### config.mk
export PLATFORM = sky130hd
export DESIGN_NAME = bird_physics
export DESIGN_NICKNAME = d
export VERILOG_FILES = /design/src/rtl/flappy_pkg.sv /design/src/rtl/tick_divider.sv /design/src/rtl/bird_physics.sv
export SDC_FILE = /design/constraint.sdc
export NUM_CORES = 1
export LEC_CHECK = 0
export BUFFER_PORTS_ARGS = -buffer_cell sky130_fd_sc_hd__buf_4
export CORE_MARGIN = 8
export CORE_UTILIZATION = 35
export CTS_CLUSTER_DIAMETER = 60
export DETAILED_ROUTE_END_ITERATION = 16
export GPL_TIMING_DRIVEN = 1
export SYNTH_ARGS = -nofsm -noshare
export SYNTH_HDL_FRONTEND = slang
export SYNTH_SLANG_ARGS = --single-unit
### constraint.sdc
create_clock -name clk -period 2.9 [get_ports clk]
set_input_delay 0.29 -clock clk [delete_from_list [all_inputs] [get_ports clk]]
set_output_delay 0.29 -clock clk [all_outputs]
set_load 0.01 [all_outputs]
### src/rtl/flappy_pkg.sv
// ---------------------------------------------------------------------------
// flappy_pkg
// Shared definitions for the flappy game blocks.
//   - Game state encodings driven by the game controller (2 bits).
//   - Screen-space constants used as defaults for the bird motion engine.
// No ports; imported by bird_physics and its neighbours.
// ---------------------------------------------------------------------------
package flappy_pkg;

   // Game state encodings
   localparam logic [1:0] ST_IDLE  = 2'd0;
   localparam logic [1:0] ST_READY = 2'd1;
   localparam logic [1:0] ST_PLAY  = 2'd2;
   localparam logic [1:0] ST_OVER  = 2'd3;

   // Vertical screen geometry (+y is up)
   localparam int SCREEN_Y_MIN   = 0;
   localparam int SCREEN_Y_MAX   = 484;
   localparam int SCREEN_Y_START = 300;

endpackage

### src/rtl/tick_divider.sv
// ---------------------------------------------------------------------------
// tick_divider
// Free-running modulo-DIV counter that flags the last count of each period.
// Shared by the bird physics engine and the pipe scroller.
// Ports:
//   clk  in   system clock
//   rst  in   synchronous active-high reset (counter restarts at 0)
//   tick out  high for one clock while the count equals DIV-1
// ---------------------------------------------------------------------------
module tick_divider #(
   parameter int DIV = 32
) (
   input  logic clk,
   input  logic rst,
   output logic tick
);

   localparam int CW = (DIV > 2) ? $clog2(DIV) : 1;
   localparam logic [CW-1:0] LAST = CW'(DIV - 1);

   logic [CW-1:0] count_reg;

   always_ff @(posedge clk) begin
      if (rst) begin
         count_reg <= '0;
      end else if (count_reg == LAST) begin
         count_reg <= '0;
      end else begin
         count_reg <= count_reg + 1'b1;
      end
   end

   // Decoded from the registered count, so tick is low while in reset.
   assign tick = (count_reg == LAST);

endmodule

### src/rtl/bird_physics.sv
// ---------------------------------------------------------------------------
// bird_physics
// Vertical-motion engine for the player sprite. Integrates signed velocity
// and position once per physics tick while in PLAY, with rising-edge jumps,
// selectable gravity, asymmetric velocity saturation and floor/ceiling
// clamping reported as one-clock pulses.
// Ports:
//   clk          in   system clock
//   rst          in   synchronous active-high reset
//   enable       in   physics enable; low freezes PLAY
//   state        in   game state (IDLE/READY/PLAY/OVER)
//   jump         in   debounced jump level
//   fall_accel   in   gravity per tick, unsigned 0..3
//   y_coord      out  signed position, +y up
//   vel          out  signed velocity
//   tick         out  physics tick pulse
//   hit_floor    out  pulse when y is clamped to the floor
//   hit_ceiling  out  pulse when y is clamped to the ceiling
// ---------------------------------------------------------------------------
module bird_physics
   import flappy_pkg::*;
#(
   parameter int Y_W          = 11,
   parameter int VEL_W        = 8,
   parameter int TICK_DIV     = 32,
   parameter int Y_MIN        = SCREEN_Y_MIN,
   parameter int Y_MAX        = SCREEN_Y_MAX,
   parameter int Y_START      = SCREEN_Y_START,
   parameter int JUMP_IMPULSE = 10,
   parameter int VEL_UP_MAX   = 8,
   parameter int VEL_DN_MAX   = 5
) (
   input  logic                    clk,
   input  logic                    rst,
   input  logic                    enable,
   input  logic [1:0]              state,
   input  logic                    jump,
   input  logic [1:0]              fall_accel,
   output logic signed [Y_W-1:0]   y_coord,
   output logic signed [VEL_W-1:0] vel,
   output logic                    tick,
   output logic                    hit_floor,
   output logic                    hit_ceiling
);

   // Velocity math is one bit wider than vel so the sums cannot wrap.
   localparam logic signed [VEL_W:0] IMPULSE = (VEL_W+1)'(JUMP_IMPULSE);
   localparam logic signed [VEL_W:0] UP_LIM  = (VEL_W+1)'(VEL_UP_MAX);
   localparam logic signed [VEL_W:0] DN_LIM  = (VEL_W+1)'(-VEL_DN_MAX);
   // Position math is one bit wider than y so y+vel cannot wrap.
   localparam logic signed [Y_W:0]   Y_LO    = (Y_W+1)'(Y_MIN);
   localparam logic signed [Y_W:0]   Y_HI    = (Y_W+1)'(Y_MAX);
   localparam logic signed [Y_W:0]   Y_SPAWN = (Y_W+1)'(Y_START);

   logic signed [Y_W-1:0]   y_reg;
   logic signed [VEL_W-1:0] vel_reg;
   logic                    jump_q_reg;
   logic                    jump_pend_reg;
   logic                    hit_floor_reg;
   logic                    hit_ceiling_reg;
   logic                    phys_tick;
   logic                    jump_rise;

   logic signed [VEL_W:0]   vel_ext;
   logic signed [VEL_W:0]   accel_ext;
   logic signed [VEL_W:0]   vel_jump;
   logic signed [VEL_W:0]   vel_fall;
   logic signed [VEL_W-1:0] vel_next;
   logic signed [Y_W:0]     y_ext;
   logic signed [Y_W:0]     vel_y;
   logic signed [Y_W:0]     y_next;

   tick_divider #(
      .DIV (TICK_DIV)
   ) u_tick_divider (
      .clk  (clk),
      .rst  (rst),
      .tick (phys_tick)
   );

   assign jump_rise = jump & ~jump_q_reg;

   always_comb begin
      vel_ext   = {vel_reg[VEL_W-1], vel_reg};
      accel_ext = {{(VEL_W-1){1'b0}}, fall_accel};
      vel_jump  = vel_ext + IMPULSE;
      vel_fall  = vel_ext - accel_ext;
      vel_next  = vel_reg;
      if (jump_pend_reg) begin
         vel_next = (vel_jump > UP_LIM) ? UP_LIM[VEL_W-1:0] : vel_jump[VEL_W-1:0];
      end else begin
         vel_next = (vel_fall < DN_LIM) ? DN_LIM[VEL_W-1:0] : vel_fall[VEL_W-1:0];
      end
      // Position advances with the velocity held before this tick.
      y_ext  = {y_reg[Y_W-1], y_reg};
      vel_y  = {{(Y_W+1-VEL_W){vel_reg[VEL_W-1]}}, vel_reg};
      y_next = y_ext + vel_y;
   end

   always_ff @(posedge clk) begin
      if (rst) begin
         y_reg           <= Y_LO[Y_W-1:0];
         vel_reg         <= '0;
         jump_q_reg      <= 1'b0;
         jump_pend_reg   <= 1'b0;
         hit_floor_reg   <= 1'b0;
         hit_ceiling_reg <= 1'b0;
      end else begin
         jump_q_reg      <= jump;
         hit_floor_reg   <= 1'b0;
         hit_ceiling_reg <= 1'b0;
         case (state)
            ST_IDLE: begin
               y_reg         <= Y_LO[Y_W-1:0];
               vel_reg       <= '0;
               jump_pend_reg <= 1'b0;
            end
            ST_READY: begin
               y_reg         <= Y_SPAWN[Y_W-1:0];
               vel_reg       <= '0;
               jump_pend_reg <= 1'b0;
            end
            ST_PLAY: begin
               if (enable && phys_tick) begin
                  // The pending jump is consumed here; a rise in this very
                  // cycle is kept for the following tick.
                  jump_pend_reg <= jump_rise;
                  if (y_next <= Y_LO) begin
                     y_reg         <= Y_LO[Y_W-1:0];
                     vel_reg       <= '0;
                     hit_floor_reg <= 1'b1;
                  end else if (y_next >= Y_HI) begin
                     y_reg           <= Y_HI[Y_W-1:0];
                     vel_reg         <= '0;
                     hit_ceiling_reg <= 1'b1;
                  end else begin
                     y_reg   <= y_next[Y_W-1:0];
                     vel_reg <= vel_next;
                  end
               end else if (jump_rise) begin
                  jump_pend_reg <= 1'b1;
               end
            end
            default: begin
               // OVER: motion frozen, no jump carried into the next round.
               jump_pend_reg <= 1'b0;
            end
         endcase
      end
   end

   assign y_coord     = y_reg;
   assign vel         = vel_reg;
   assign tick        = phys_tick;
   assign hit_floor   = hit_floor_reg;
   assign hit_ceiling = hit_ceiling_reg;

endmodule

==> impl_summary.txt <==
----------------------------------------------------
[Run status]
  Outcome ... finished, final reports clean

[Clocking]
  Source-to-sink clock delay at the later pin of the worst-skew pair ... 0.29 ns
  Buffers from clock root to sink, at most ... 2
  Cts bufs inserted ... 3
  CTS tree ... done
  CTS H-Tree Depth ... 1
  Sinks on Clock Net ... 28
  Root Buffer ... clkbuf_8
  Clk slew on worst S/H paths ... 0.11 ns

[STA]
  Max-Slew Margin vs Limit ... 43.63%
  Tightest hold margin ... 0.2260 ns
  Achievable clock frequency ... 0.3564 GHz
  Slew Viols, Final ... 0
  Part of the cycle the worst path needs ... 96.76%
  Setup-failing EPs final ... 0
  Slew at the pin closest to its max-slew limit ... 0.8425 ns
  Sum of negative setup slack ... 0 ns
  Fin Clk Skew ... 0.01572 ns
  Final hold violation count ... 0
  Min cycle time layout ... 2.806 ns

[Synthesis]
  Cell types with the largest area share after synthesis ... dfxtp_1 (25%), ha_1 (11%), nand2_1 (4.0%), a21oi_1 (3.8%), o21ai_0 (3.8%)
  Cells after synthesis ... 286
  Cell types with the highest counts after synthesis ... dfxtp_1 (28), nand2_1 (24), ha_1 (19)
  Seq/Total Area, Yosys ... 24.77%
  Number of synthesized register bits ... 28
  Ys async rst share ... 0%
  Yosys warns ... 0
  Number of nets in the synthesized netlist ... 315
  Number of enable flip-flop cells after synthesis ... 0
  Cell taking the most area after synthesis ... dfxtp_1
  Share of the synthesized area in compound gates (AO/OA/AOI/OAI) ... 27.36%
  Simple logic cell fraction of the synthesized area ... 26.31%
  Most common cell in the synthesized netlist ... dfxtp_1
  Xor/xnor share of the synthesized area ... 3.427%
  Total standard cell area after synthesis ... 0.002263 mm^2
  Most frequently used flop master after synthesis ... dfxtp_1
  Adder-cell share of the synthesized area ... 12.27%
  Fraction of synthesized area in multiplexers ... 0%
  Syn Area/Cell ... 7.914 um^2
  Share of the synthesized area in the top cell type ... 24.77%
  Number of distinct standard cells referenced by the synthesized netlist ... 61
  Main combinational cell family by area after synthesis ... compound AO/OA/AOI/OAI gates

[Critical path]
  Worst-path cell chain ... ha_1 -> or4b_2 -> o2111ai_2 -> nand3_2 -> or4_4 -> a31o_1 -> a31oi_1
  CP Data Arrival Time ... 3.03 ns
  Endpoint kind of the worst setup timing path ... register
  Kind of cell with the highest combined delay on the critical path ... simple AND/OR/NAND/NOR gates
  Register-to-Register Path Depth ... 7
  CP required ... 3.12 ns
  R2r setup slk ... 0.09 ns
  Critical Path Source Type ... register
  Number of buffer and inverter stages on the critical path ... 0
  Biggest cell delay along the critical path ... 0.72 ns
  Endpoint of the worst-slack reg-to-reg timing path ... y_coord[2]
  Critical-path cell with the highest stage delay ... or4b_2
  Crit Reg-Reg Startpoint ... y_coord[5]
  Critical path class ... register to register
  Critical path peak fanout ... 8

[Floorplanning]
  Die height ... 96.42 um
  Die Area ... 0.009296 mm^2
  Core area ... 0.006314 mm^2
  Horizontal die dimension ... 96.42 um
  Initial standard-cell utilization of the core ... 35.85%
  I/O pin total ... 30
  Number of core rows ... 29

[Global routing]
  Vias in the first global route ... 2,114
  Remaining global-route overflow ... 0
  Total track usage ... 14.09%
  Wire length of the first global-routing pass ... 10.50 mm
  Pin count of the biggest net entering global routing ... 19
  Initial antenna violation count ... 0

[Final layout]
  Antenna Diode Count ... 0
  Number of flip-flops under the largest register name ... 11
  Register cell area after layout ... 563.0 um^2
  Synth-to-Final Area Change ... 21.89%
  Area taken by multi-input logic gates ... 0.001645 mm^2
  Util after Layout ... 43.70%
  Net total in the final layout ... 355
  Fraction of final layout cells sized beyond drive strength 1 ... 24.07%
  Filler instances ... 655

[Placed design]
  Weighted congestion at the end of routability-driven global placement ... 0.9244
  Half-perimeter wire length after placement ... 4.912 mm
  Port bufs ... 29

[Min path]
  Path category of the worst min-delay check ... input pin to register
  Worst hold path startpoint ... jump
  Number of instances on the worst hold path ... 2
  End of the worst hold path ... jump_q_reg

[Flow run]
  Number of violations of the max-capacitance limit ... 0

[Routing]
  Detailed Routing Iterations Pass 1 ... 4
  Wire per inst ... 16.02 um
  Ratio of routed vias to standard cells ... 5.596
  Number of violations reported at the end of detailed-routing iteration 0 ... 120
  Total via count in the routed design ... 2,244
  Final WL ... 6.424 mm
  DRC violations left ... 0
  Final antenna-violating net count ... 0

[Power and ir drop]
  IR Drop Worst-Case VDD ... 217.0 uV
  Static leakage ... 1.181 nW
  Power density of the placed cells ... 267.5 mW/mm^2

----------------------------------------------------
through the flow:
stage	std cells	power [mW]	instance area [um^2]	setup slack (ns)
floorplan	286	0.4793	2265	0.01935
detailed placement	394	0.5140	2619	0.009162
CTS	397	0.7340	2665	0.05605
global placement	394	0.5136	2619	0.06273
finish	401	0.7380	2759	0.09389
global route	401	0.7672	2759	-0.002644
per-layer routing:
metal,track usage (%),vias to the layer above,share of wire (%)
li1,-,1141,-
met1,18.54,1024,46
met2,23.04,71,47
met3,2.396,8,6.1
met4,4.161,0,1.6
met5,0,-,0
power breakdown:
part           leakage, nW  internal [mW]  switching, mW  total [mW]
clock               0.0216         0.0938          0.132       0.225
sequential           0.228          0.392        0.00624       0.398
combinational        0.931         0.0506         0.0640       0.115
total                 1.18          0.536          0.202       0.738
logic make-up (layout without fill, tap and decap cells):
group | after synthesis | in the layout
fa+ha+maj | 21 | 21
xor+xnor | 8 | 8
flops | 28 | 28
simple gates | 109 | 110
compound gates | 90 | 90
buf+inv | 30 | 67
final cells by class:
type                            instances  share of cell area, %
Clock buffer                            3                  1.497
Tap cell                               77                  3.492
Multi-Input combinational cell        229                  59.64
Timing Repair Buffer                   46                  12.52
Sequential cell                        28                  20.41
Inverter                               18                  2.449
layout by cell type (no fill, tap or decap), drive strengths merged, types with 5 or more instances in the layout:
cell / instances
a211oi: 5
a21o: 9
a21oi: 17
a31oi: 7
a41oi: 5
and2: 7
buf: 46
dfxtp: 28
ha: 19
inv: 18
nand2: 26
nand2b: 5
nand3: 7
nor2: 18
nor3: 14
nor3b: 6
o21ai: 17
o31ai: 5
timing repair:
item                       CTS  global route
pin swaps                    0             3
hold buffers                 0             0
setup endpoints to repair    5            19
gates resized for setup      1            13
setup buffers                0             3
cloned                       0             1
worst max-delay path by stage:
| stage | from | end | slack, ns | depth (start not counted) |
|---|---|---|---|---|
| after floorplan | vel[0] | y_coord[2] | 0.02 | 11 |
| after global placement | y_coord[0] | vel[6] | 0.06 | 11 |
| after detailed placement | y_coord[0] | vel[5] | 0.009 | 11 |
| after CTS | y_coord[0] | y_coord[2] | 0.06 | 11 |
| after global routing | vel[0] | vel[4] | -0.003 | 12 |
| final | y_coord[5] | y_coord[2] | 0.09 | 7 |
Power figures use the tool's default switching activity.
